<file path="config.mk">
export PLATFORM = sky130hd
export DESIGN_NAME = trap_controller_flat
export DESIGN_NICKNAME = d
export VERILOG_FILES = /design/src/rtl/trap_controller_if.sv /design/src/rtl/trap_controller.sv /design/src/flat_wrapper.sv
export SDC_FILE = /design/constraint.sdc
export NUM_CORES = 1
export LEC_CHECK = 0
export CORE_MARGIN = 2
export CORE_UTILIZATION = 35
export CTS_CLUSTER_DIAMETER = 80
export DETAILED_ROUTE_END_ITERATION = 12
export GPL_TIMING_DRIVEN = 0
export PLACE_DENSITY = 0.7
export SLEW_MARGIN = 40
export SYNTH_ARGS = -nofsm -noshare
export SYNTH_HDL_FRONTEND = slang
export SYNTH_SLANG_ARGS = --single-unit
</file>
<file path="constraint.sdc">
create_clock -name i_Clock -period 5.2 [get_ports i_Clock]
set_clock_uncertainty 0.05 [all_clocks]
set_input_delay 1.3 -clock i_Clock [delete_from_list [all_inputs] [get_ports i_Clock]]
set_output_delay 1.3 -clock i_Clock [all_outputs]
set_load 0.05 [all_outputs]
</file>
<file path="src/rtl/trap_controller_if.sv">
// trap_controller_if: execute, CSR and fetch-side signals of the trap controller
interface trap_controller_if;
   logic        i_ExcValid;
   logic [3:0]  i_ExcCause;
   logic [31:0] i_ExcPc;
   logic        i_Mret;
   logic [31:0] i_NextPc;
   logic [2:0]  i_IrqPending;
   logic [2:0]  i_IrqEnable;
   logic [31:0] i_Mepc;
   logic        i_FlushAck;
   logic        o_FlushReq;
   logic        o_Stall;
   logic        o_ExceptionRaised;
   logic        o_Interrupt;
   logic [3:0]  o_ExceptionCause;
   logic [31:0] o_ExceptionInstructionPointer;
   logic        o_RedirectValid;
   logic [31:0] o_RedirectPc;
   logic        o_Mie;
   logic        o_Mpie;
   modport slave (
      input  i_ExcValid, i_ExcCause, i_ExcPc, i_Mret, i_NextPc, i_IrqPending, i_IrqEnable, i_Mepc, i_FlushAck,
      output o_FlushReq, o_Stall, o_ExceptionRaised, o_Interrupt, o_ExceptionCause, o_ExceptionInstructionPointer,
             o_RedirectValid, o_RedirectPc, o_Mie, o_Mpie
   );
   modport master (
      output i_ExcValid, i_ExcCause, i_ExcPc, i_Mret, i_NextPc, i_IrqPending, i_IrqEnable, i_Mepc, i_FlushAck,
      input  o_FlushReq, o_Stall, o_ExceptionRaised, o_Interrupt, o_ExceptionCause, o_ExceptionInstructionPointer,
             o_RedirectValid, o_RedirectPc, o_Mie, o_Mpie
   );
endinterface

</file>
<file path="src/rtl/trap_controller.sv">
// trap_controller: arbitrates exceptions, machine interrupts and MRET, sequences flush, commit and fetch redirect
module trap_controller #(
   parameter logic [31:0] MTVEC_BASE = 32'h0000_0100,
   parameter bit          VECTORED   = 1'b0
) (
   input logic             i_Clock,
   input logic             i_Reset_n,
   trap_controller_if.slave bus
);
   typedef enum logic [1:0] {IDLE, FLUSH, COMMIT} state_t;
   typedef enum logic [1:0] {EXC, IRQ, RET} kind_t;
   localparam logic [31:0] BASE = {MTVEC_BASE[31:2], 2'b00};
   state_t      state_q;
   kind_t       kind_q, kind_d;
   logic [3:0]  cause_q, cause_d, ecause_q;
   logic [31:0] pc_q, pc_d, epc_q, redir_q, target;
   logic [2:0]  irq;
   logic        irq_req, req;
   logic        flush_q, stall_q, raised_q, intr_q, redir_valid_q, mie_q, mpie_q;
   always_comb begin
      irq     = bus.i_IrqPending & bus.i_IrqEnable;
      irq_req = mie_q & |irq;
      req     = bus.i_ExcValid | irq_req | bus.i_Mret;
      kind_d  = bus.i_ExcValid ? EXC : irq_req ? IRQ : RET;
      cause_d = bus.i_ExcValid ? bus.i_ExcCause : irq[2] ? 4'd11 : irq[1] ? 4'd3 : 4'd7;
      pc_d    = bus.i_ExcValid ? bus.i_ExcPc : bus.i_NextPc;
      target  = (VECTORED && kind_q == IRQ) ? BASE + {26'd0, cause_q, 2'b00} : BASE;
   end
   always_ff @(posedge i_Clock or negedge i_Reset_n) begin
      if (!i_Reset_n) begin
         state_q       <= IDLE;
         kind_q        <= EXC;
         cause_q       <= '0;
         pc_q          <= '0;
         flush_q       <= 1'b0;
         stall_q       <= 1'b0;
         raised_q      <= 1'b0;
         intr_q        <= 1'b0;
         redir_valid_q <= 1'b0;
         ecause_q      <= '0;
         epc_q         <= '0;
         redir_q       <= '0;
         mie_q         <= 1'b0;
         mpie_q        <= 1'b0;
      end else begin
         raised_q      <= 1'b0;
         redir_valid_q <= 1'b0;
         case (state_q)
            IDLE: if (req) begin
               state_q <= FLUSH;
               kind_q  <= kind_d;
               cause_q <= cause_d;
               pc_q    <= pc_d;
               flush_q <= 1'b1;
               stall_q <= 1'b1;
            end
            FLUSH: if (bus.i_FlushAck) begin
               state_q       <= COMMIT;
               flush_q       <= 1'b0;
               redir_valid_q <= 1'b1;
               raised_q      <= kind_q != RET;
               if (kind_q != RET) begin
                  intr_q   <= kind_q == IRQ;
                  ecause_q <= cause_q;
                  epc_q    <= pc_q;
                  redir_q  <= target;
               end
            end
            COMMIT: begin
               state_q <= IDLE;
               stall_q <= 1'b0;
               // trap entry stacks MIE into MPIE; MRET restores it and sets MPIE
               mie_q   <= (kind_q == RET) & mpie_q;
               mpie_q  <= (kind_q == RET) | mie_q;
            end
            default: state_q <= IDLE;
         endcase
      end
   end
   assign bus.o_FlushReq                    = flush_q;
   assign bus.o_Stall                       = stall_q;
   assign bus.o_ExceptionRaised             = raised_q;
   assign bus.o_Interrupt                   = intr_q;
   assign bus.o_ExceptionCause              = ecause_q;
   assign bus.o_ExceptionInstructionPointer = epc_q;
   assign bus.o_RedirectValid               = redir_valid_q;
   assign bus.o_RedirectPc                  = (state_q == COMMIT && kind_q == RET) ? bus.i_Mepc : redir_q;
   assign bus.o_Mie                         = mie_q;
   assign bus.o_Mpie                        = mpie_q;
endmodule

</file>
<file path="src/flat_wrapper.sv">
// flat-port wrapper written by rule: the top's interface ports become plain ports
module trap_controller_flat 
#(
   parameter logic [31:0] MTVEC_BASE = 32'h0000_0100,
   parameter bit          VECTORED   = 1'b0
)
  (i_Clock, i_Reset_n, bus_i_ExcValid, bus_i_ExcCause, bus_i_ExcPc, bus_i_Mret, bus_i_NextPc, bus_i_IrqPending, bus_i_IrqEnable, bus_i_Mepc, bus_i_FlushAck, bus_o_FlushReq, bus_o_Stall, bus_o_ExceptionRaised, bus_o_Interrupt, bus_o_ExceptionCause, bus_o_ExceptionInstructionPointer, bus_o_RedirectValid, bus_o_RedirectPc, bus_o_Mie, bus_o_Mpie);
  trap_controller_if bus_i ();
  input logic i_Clock;
  input logic i_Reset_n;
  input wire logic [$bits(bus_i.i_ExcValid)-1:0] bus_i_ExcValid;
  input wire logic [$bits(bus_i.i_ExcCause)-1:0] bus_i_ExcCause;
  input wire logic [$bits(bus_i.i_ExcPc)-1:0] bus_i_ExcPc;
  input wire logic [$bits(bus_i.i_Mret)-1:0] bus_i_Mret;
  input wire logic [$bits(bus_i.i_NextPc)-1:0] bus_i_NextPc;
  input wire logic [$bits(bus_i.i_IrqPending)-1:0] bus_i_IrqPending;
  input wire logic [$bits(bus_i.i_IrqEnable)-1:0] bus_i_IrqEnable;
  input wire logic [$bits(bus_i.i_Mepc)-1:0] bus_i_Mepc;
  input wire logic [$bits(bus_i.i_FlushAck)-1:0] bus_i_FlushAck;
  output wire logic [$bits(bus_i.o_FlushReq)-1:0] bus_o_FlushReq;
  output wire logic [$bits(bus_i.o_Stall)-1:0] bus_o_Stall;
  output wire logic [$bits(bus_i.o_ExceptionRaised)-1:0] bus_o_ExceptionRaised;
  output wire logic [$bits(bus_i.o_Interrupt)-1:0] bus_o_Interrupt;
  output wire logic [$bits(bus_i.o_ExceptionCause)-1:0] bus_o_ExceptionCause;
  output wire logic [$bits(bus_i.o_ExceptionInstructionPointer)-1:0] bus_o_ExceptionInstructionPointer;
  output wire logic [$bits(bus_i.o_RedirectValid)-1:0] bus_o_RedirectValid;
  output wire logic [$bits(bus_i.o_RedirectPc)-1:0] bus_o_RedirectPc;
  output wire logic [$bits(bus_i.o_Mie)-1:0] bus_o_Mie;
  output wire logic [$bits(bus_i.o_Mpie)-1:0] bus_o_Mpie;
  assign bus_i.i_ExcValid = bus_i_ExcValid;
  assign bus_i.i_ExcCause = bus_i_ExcCause;
  assign bus_i.i_ExcPc = bus_i_ExcPc;
  assign bus_i.i_Mret = bus_i_Mret;
  assign bus_i.i_NextPc = bus_i_NextPc;
  assign bus_i.i_IrqPending = bus_i_IrqPending;
  assign bus_i.i_IrqEnable = bus_i_IrqEnable;
  assign bus_i.i_Mepc = bus_i_Mepc;
  assign bus_i.i_FlushAck = bus_i_FlushAck;
  assign bus_o_FlushReq = bus_i.o_FlushReq;
  assign bus_o_Stall = bus_i.o_Stall;
  assign bus_o_ExceptionRaised = bus_i.o_ExceptionRaised;
  assign bus_o_Interrupt = bus_i.o_Interrupt;
  assign bus_o_ExceptionCause = bus_i.o_ExceptionCause;
  assign bus_o_ExceptionInstructionPointer = bus_i.o_ExceptionInstructionPointer;
  assign bus_o_RedirectValid = bus_i.o_RedirectValid;
  assign bus_o_RedirectPc = bus_i.o_RedirectPc;
  assign bus_o_Mie = bus_i.o_Mie;
  assign bus_o_Mpie = bus_i.o_Mpie;
  trap_controller #(.MTVEC_BASE(MTVEC_BASE), .VECTORED(VECTORED)) u_core (.i_Clock(i_Clock), .i_Reset_n(i_Reset_n), .bus(bus_i));
endmodule
</file>
-- Word level (Yosys, flattened, before mapping)
Cells that the tools add are included.
- bits of input ports: 111
- register bits after elaboration: 84
- eq/ne operators: 7
- mux-type cells: 18
- reduce and logical (&&, ||, !) cells: 10
- bitwise logic cells: 6
- operator list (cell ; number):
    two-way mux 32 bit ; 2
    two-way mux 2 bit ; 4
    two-way mux 4 bit ; 2
    two-way mux 1 bit ; 6
    AND reduction 2 bit ; 3
    AND reduction 3 bit ; 2
    == test 2 x 1 -> 1 bit, second input constant ; 2
    == test 2 bit, second input constant ; 2
    != test 2 bit, second input constant ; 2
    case mux 1 bit (2 select lines) ; 2
    case mux 2 bit (2 select lines) ; 1
    nonzero test 2 bit ; 2
    AND 3 bit ; 1
    two-way mux 3 bit ; 1
    OR 1 bit ; 3
    OR reduction 3 bit ; 1
    AND 1 bit ; 2
    logical NOT 2 bit ; 1
    != test 2 x 1 -> 1 bit, second input constant ; 1
    logical AND 1 bit ; 1

-- Depth between registers and ports, before layout
- depth after elaboration: 7
- depth in mapped cells: 6
- gate-level depth less buffers: 3

-- Least setup slack after synthesis
OpenSTA, ideal clock, no wires.
- path type: in2out
- start: input bus_i_Mepc[0]
- end: output bus_o_RedirectPc[0]
- data required time: 3.850 ns
- data arrival time: 1.707 ns
- cell stages on the path: 1
- path buffers: 0
- slack: 2.143 ns
- cells stage by stage: and2_1
- word-level cells in the longest chain between the ends: 1
- RTL lines (what ; line ; RTL):
    start: declaration ; flat_wrapper.sv:18 ; input wire logic [$bits(bus_i.i_Mepc)-1:0] bus_i_Mepc;
    two-way mux 32 bit ; trap_controller.sv:87 ; assign bus.o_RedirectPc = (state_q == COMMIT && kind_q == RET) ? bus.i_Mepc : redir_q;
    end: declaration ; flat_wrapper.sv:27 ; output wire logic [$bits(bus_i.o_RedirectPc)-1:0] bus_o_RedirectPc;
No other way between the ends.

-- Final worst setup path
- start: input bus_i_Mepc[30]
- end: output bus_o_RedirectPc[30]
Same word-level chain as after synthesis.

==> run metrics <==
Clock H-tree levels 3; core area 10750 um^2; first-pass GRT wire length 15460 um; DRC Markers 0; Seq/Total Area, Yosys 55.12%; wire length per cell 16.27 um; type of origin of the critical path input port; vias in the first global route 3023; Area Growth Syn to Fin 58.86%; via count 2876; Crit. End Element output pin; number of I/O pins 186; Hold Path Class flip-flop to flip-flop; Final min period 4.086 ns; syn_area_per_cell 13.82 um^2; Gate Count Post-Synth 276; gr usage total 17.37%; Post-DP HPWL 7853 um; run status finished, final reports clean; CTS sink count 84; worst hold slack 0.4177 ns; total congestion overflow 0; initial core utilization 35.49%; CP Class input port to output pin; worst flop-to-flop path endpoint u_core.bus.o_ExceptionInstructionPointer[27]; Worst Path Buf+Inv 2; I/O Buffers 184; Netlist cell types 27; area of the die 11750 um^2; placed insts 601; worst-margin pin slew 0.7627 ns; Worst R2R Start u_core.state_q[1]; share of layout cells above drive strength 1 27.31%; Cell Chain, Critical Path clkdlybuf4s50_1, and2_1, clkdlybuf4s50_1; synthesized flop and latch total 84; Post-synth ARST share 100.0%; Cell Area, Synth 3814 um^2; final worst-path cycle share 78.57%; Data arrival, critical path 2.74 ns; Worst Setup EP bus_o_RedirectPc[30]; post-layout utilization of the core 56.38%; CP delay by family, top buffers and inverters; CTS root buf clkbuf_8; overall power 3435 uW; row cnt 38; Pre-Repair DR Iteration Count 4; RSZ-0062 raised after global routing no; synth warn 0; die height 108.4 um; Setup crit start bus_i_Mepc[30]; met2 Use GR 31.40%; Slew Limit Fails 0; Worst EP required 3.85 ns; CP most frequent cell clkdlybuf4s50_1; diode count 0; Critical Path Stages 3; Clock transition at path regs 0.07 ns; syn nets 387; hold_sp u_core.redir_q[8]; CTS tree built; top_reg_cell synth dfrtp_1; non-filler cells, final 616; slowest stage cell, crit path clkdlybuf4s50_1; WL final 10020 um; commonest cells after routing, fill and taps aside 183 x clkdlybuf4s50_1, 98 x mux2_2, 84 x dfrtp_1, 31 x and2_1, 10 x clkbuf_1; Worst Path Max Fanout 1; Routability Congestion 0.7318; Post-synth EDFFs 0; grt peak-use layer met2; initial antenna violation count 0; setup bufs post-CTS 0; Via density 4.669; Layout fillers 938; Register-to-Register Path Depth 5; FF-to-FF setup slack 3.10 ns; GR Util met1 19.00%; most common cell after layout, fill and taps aside clkdlybuf4s50_1; CP peak stage delay 0.83 ns; setup violators final 0; Max Fclk 244.8 MHz; initial drt markers 87; max_cap viols 0; pwr/cell area 567.0 nW/um^2; largest net degree at the start of global routing 45; clock latency on the worst-skew pair 0.34 ns; Final Hold Fails 0; M3 GR Usage 5.606%; Post-CTS Hold Fix Bufs 0; worst vdd ir 0.0002725 V; # nets final 583; worst-case clock buffer depth 2; LEAKAGE 0.002466 uW; Slew HR 49.15%; # resized after CTS 0; Final ANT Viol Nets 0; die extent in x 108.4 um; cts bufs inserted 9
==> state kept, by name, indices dropped and copies added, names as in the netlist, 2 cells and up <==
register                                  flops
u_core.bus.o_ExceptionCause                   4
u_core.bus.o_ExceptionInstructionPointer     32
u_core.cause_q                                4
u_core.kind_q                                 2
u_core.pc_q                                  32
u_core.state_q                                2
==> worst min-delay path by stage <==
stage | depth (start not counted) | endpoint
after floorplan | 1 | u_core.redir_q[8]
after global placement | 1 | u_core.redir_q[8]
after detailed placement | 1 | u_core.redir_q[8]
after CTS | 1 | u_core.redir_q[8]
after global routing | 1 | u_core.redir_q[8]
final | 1 | u_core.redir_q[8]
==> final cells by class <==
class	count	area [um^2]	share of cell area (%)
Clock buffer	11	131.4	2.169
Buffer	16	82.58	1.363
Timing Repair Buffer	185	1863	30.75
Clock inverter	4	75.07	1.239
Inverter	4	15.01	0.2478
Sequential cell	84	2102	34.70
Tap cell	140	175.2	2.891
Multi-Input combinational cell	172	1614	26.64
==> power by group <==
group / total [uW] / internal, uW / switching (uW)
sequential: 1140 / 975 / 161
combinational: 1800 / 783 / 1020
clock: 497 / 269 / 228
==> metrics by stage <==
step	setup TNS [ns]	worst slack, ns	cell area (um^2)
3_5_place_dp	0	1.099	5852
2_1_floorplan	0	2.143	3814
4_1_cts	0	1.096	6058
5_1_grt	0	0.9263	6058
6_report	0	1.114	6058
3_3_place_gp	-7.234	-0.09097	5831
==> cells in the mapped netlist (all sizes together) (2+ instances only) <==
cell    instances  share of area [%]
nand2b          4               0.66
dfrtp          84                 55
inv             4               0.39
a21o            2               0.39
nor2            4               0.39
or2             3               0.49
o21ai           5               0.66
and2           31                5.1
mux2          104                 31
nand2           4               0.39
clkbuf          8               0.79
a21oi           3               0.39
buf             8                1.4
nor2b           2               0.33
==> kinds of logic (layout without fill, tap and decap cells) <==
logic type | Yosys count | count (layout) | synth area share [%]
AO/OA/AOI/OAI | 15 | 15 | 2.690
buffers and inverters | 20 | 220 | 2.559
flip-flops | 84 | 84 | 55.12
multiplexers | 105 | 105 | 31.56
AND/OR/NAND/NOR | 52 | 52 | 8.071
==> routing by layer <==
metal	vias to the layer above	share of wire (%)
li1	1339	-
met5	-	0
met4	0	1.6
met3	12	9.7
met1	1401	37
met2	124	51
No activity file was read; power rests on OpenSTA's default activity.
==> RTL change: new RTL, same flow settings <==
`VECTORED` is set to 1'b0 in 2 places; all go to 1'b1.
--- a/src/rtl/trap_controller.sv
+++ b/src/rtl/trap_controller.sv
@@ -1,7 +1,7 @@
 // trap_controller: arbitrates exceptions, machine interrupts and MRET, sequences flush, commit and fetch redirect
 module trap_controller #(
    parameter logic [31:0] MTVEC_BASE = 32'h0000_0100,
-   parameter bit          VECTORED   = 1'b0
+   parameter bit          VECTORED   = 1'b1
 ) (
    input logic             i_Clock,
    input logic             i_Reset_n,
--- a/src/flat_wrapper.sv
+++ b/src/flat_wrapper.sv
@@ -2,7 +2,7 @@
 module trap_controller_flat 
 #(
    parameter logic [31:0] MTVEC_BASE = 32'h0000_0100,
-   parameter bit          VECTORED   = 1'b0
+   parameter bit          VECTORED   = 1'b1
 )
   (i_Clock, i_Reset_n, bus_i_ExcValid, bus_i_ExcCause, bus_i_ExcPc, bus_i_Mret, bus_i_NextPc, bus_i_IrqPending, bus_i_IrqEnable, bus_i_Mepc, bus_i_FlushAck, bus_o_FlushReq, bus_o_Stall, bus_o_ExceptionRaised, bus_o_Interrupt, bus_o_ExceptionCause, bus_o_ExceptionInstructionPointer, bus_o_RedirectValid, bus_o_RedirectPc, bus_o_Mie, bus_o_Mpie);
   trap_controller_if bus_i ();
Function: changed (Yosys sat finds a counterexample within 10 cycles, from zero or initial values and one cycle with i_Reset_n low).
==> RTL change against the original RTL <==
Largest power group unchanged; non-clock buffer count down 1; maximum frequency down 6.3%; cell count up 1.5%; first-iteration DRC count down 24%; sequential cell count up 4; power up 7.7%; worst setup slack worse by 0.28 ns; cell area up 4.2%; routed wire length up 1.9%; critical path type is now flop to output pin; critical endpoint is now bus_o_RedirectPc[8]; synthesized area up 4.2%; synthesized cell count up 2.9%.
==> RTL change: results (changes against the original RTL) <==
| Metric | Value |
|---|---|
| Status | complete, no violations |
| Post-synth top cells | mux2_2, dfrtp_1, and2_1 |
| Post-CTS sizing | 0 (unchanged) |
| Fill count | 940 (+0.21%) |
| Buffering overhead | 0.3075 (-0.01365) |
| Crit-path max FO | 10 (+9) |
| Inverters | 5 (+1) |
| Internal cell power | 2.209 mW (+9.0%) |
| Root Driver | clkbuf_16 |
| Final Hold Slack | 0.4252 ns (+0.007569 ns) |
| Reg area | 0.002202 mm^2 (+4.8%) |
| Total GRT Usage | 0.1702 (-0.003532) |
| Synthesized area | 0.003973 mm^2 (+4.2%) |
| Final cell count without fillers | 625 (+1.5%) |
| Largest net degree at the start of global routing | 46 (+2.2%) |
| IR drop worst, VDD | 0.2936 mV (+7.7%) |
| Sequential cells | 88 (+4.8%) |
| Non-clk bufs | 200 (-0.50%) |
| Area post-placement | 0.006011 mm^2 (+2.7%) |
| CP startpoint | u_core.state_q[0] |
| Reg2reg setup slack | 3.29 ns (+0.19 ns) |
| Top cells by area, synth | dfrtp_1, mux2_2, and2_1 |
| Post-synthesis compound-gate area fraction | 0.03402 (+0.007113) |
| Initial drt markers | 66 (-24%) |
| Measured slew at the worst slew-check pin | 0.6269 ns (-0.1358 ns) |
| Drt via density | 4.736 (+1.4%) |
| Leak pwr | 2.606 nW (+5.7%) |
| Register area share after synthesis | 0.5543 (+0.003150) |
| Critical path arrival | 3.01 ns (+0.27 ns) |
| Vias in the first global route | 3,172 (+4.9%) |
| Syn Nets | 395 (+2.1%) |
| Reg-to-Reg End | u_core.pc_q[22] |
| Synth Area per Inst | 13.99 um^2 (+1.2%) |
| Hold path cells | 1 (unchanged) |
| Fraction of layout cells with a size suffix above 1 | 0.2763 (+0.003179) |
| CLK BUF | 12 (+1) |
| Area growth syn-to-layout | 58.87% (about the same) |
| Placed cell count | 609 (+1.3%) |
| First-pass GRT wire length | 16.57 mm (+7.1%) |
| Final GP Congestion | 0.9225 (+26%) |
| Comb_multi_in | 176 (+2.3%) |
| Worst Hold Launch | u_core.redir_q[8] |
| Nets | 591 (+1.4%) |
| Detailed Place HPWL | 7.978 mm (+1.6%) |
| CP endpoint | bus_o_RedirectPc[8] |
| Worst slack, placed | 1.088 ns (-0.01090 ns) |
| Slowest stage delay, CP | 0.71 ns (-0.12 ns) |
| Area taken by multi-input logic gates | 0.001674 mm^2 (+3.7%) |
| Total wire length | 10.21 mm (+1.9%) |
## RTL change: power by group through the flow
stage	Clock, mW	Combinational, mW	Sequential, mW
after global routing	0.693	1.96	1.24
after CTS	0.660	1.89	1.20
after global placement	0	1.86	1.19
after detailed placement	0	1.88	1.21
after floorplan	0	0.697	1.74
final	0.641	1.86	1.20
## RTL change: cell families (layout without fill, tap and decap cells)
family	after synthesis	count (layout)
AO/OA/AOI/OAI	18	18
buffers and inverters	20	221
flip-flops	88	88
multiplexers	109	109
AND/OR/NAND/NOR	49	49
## RTL change: metal layers
metal / part of all wire / wire [um] / global-route usage / vias up
met2: 0.52 / 5340 / 0.3145 / 128
li1: - / - / - / 1383
met4: 0.018 / 182 / 0.05500 / 0
met5: 0 / 0 / 0 / -
met1: 0.39 / 3938 / 0.1872 / 1432
met3: 0.074 / 751 / 0.04830 / 17
## RTL change: worst register-to-register path: stages (launching register included)
cell,delay [ns]
dfrtp_1,0.41
or2_2,0.34
a211oi_2,0.26
buf_6,0.22
buf_6,0.19
mux2_4,0.32
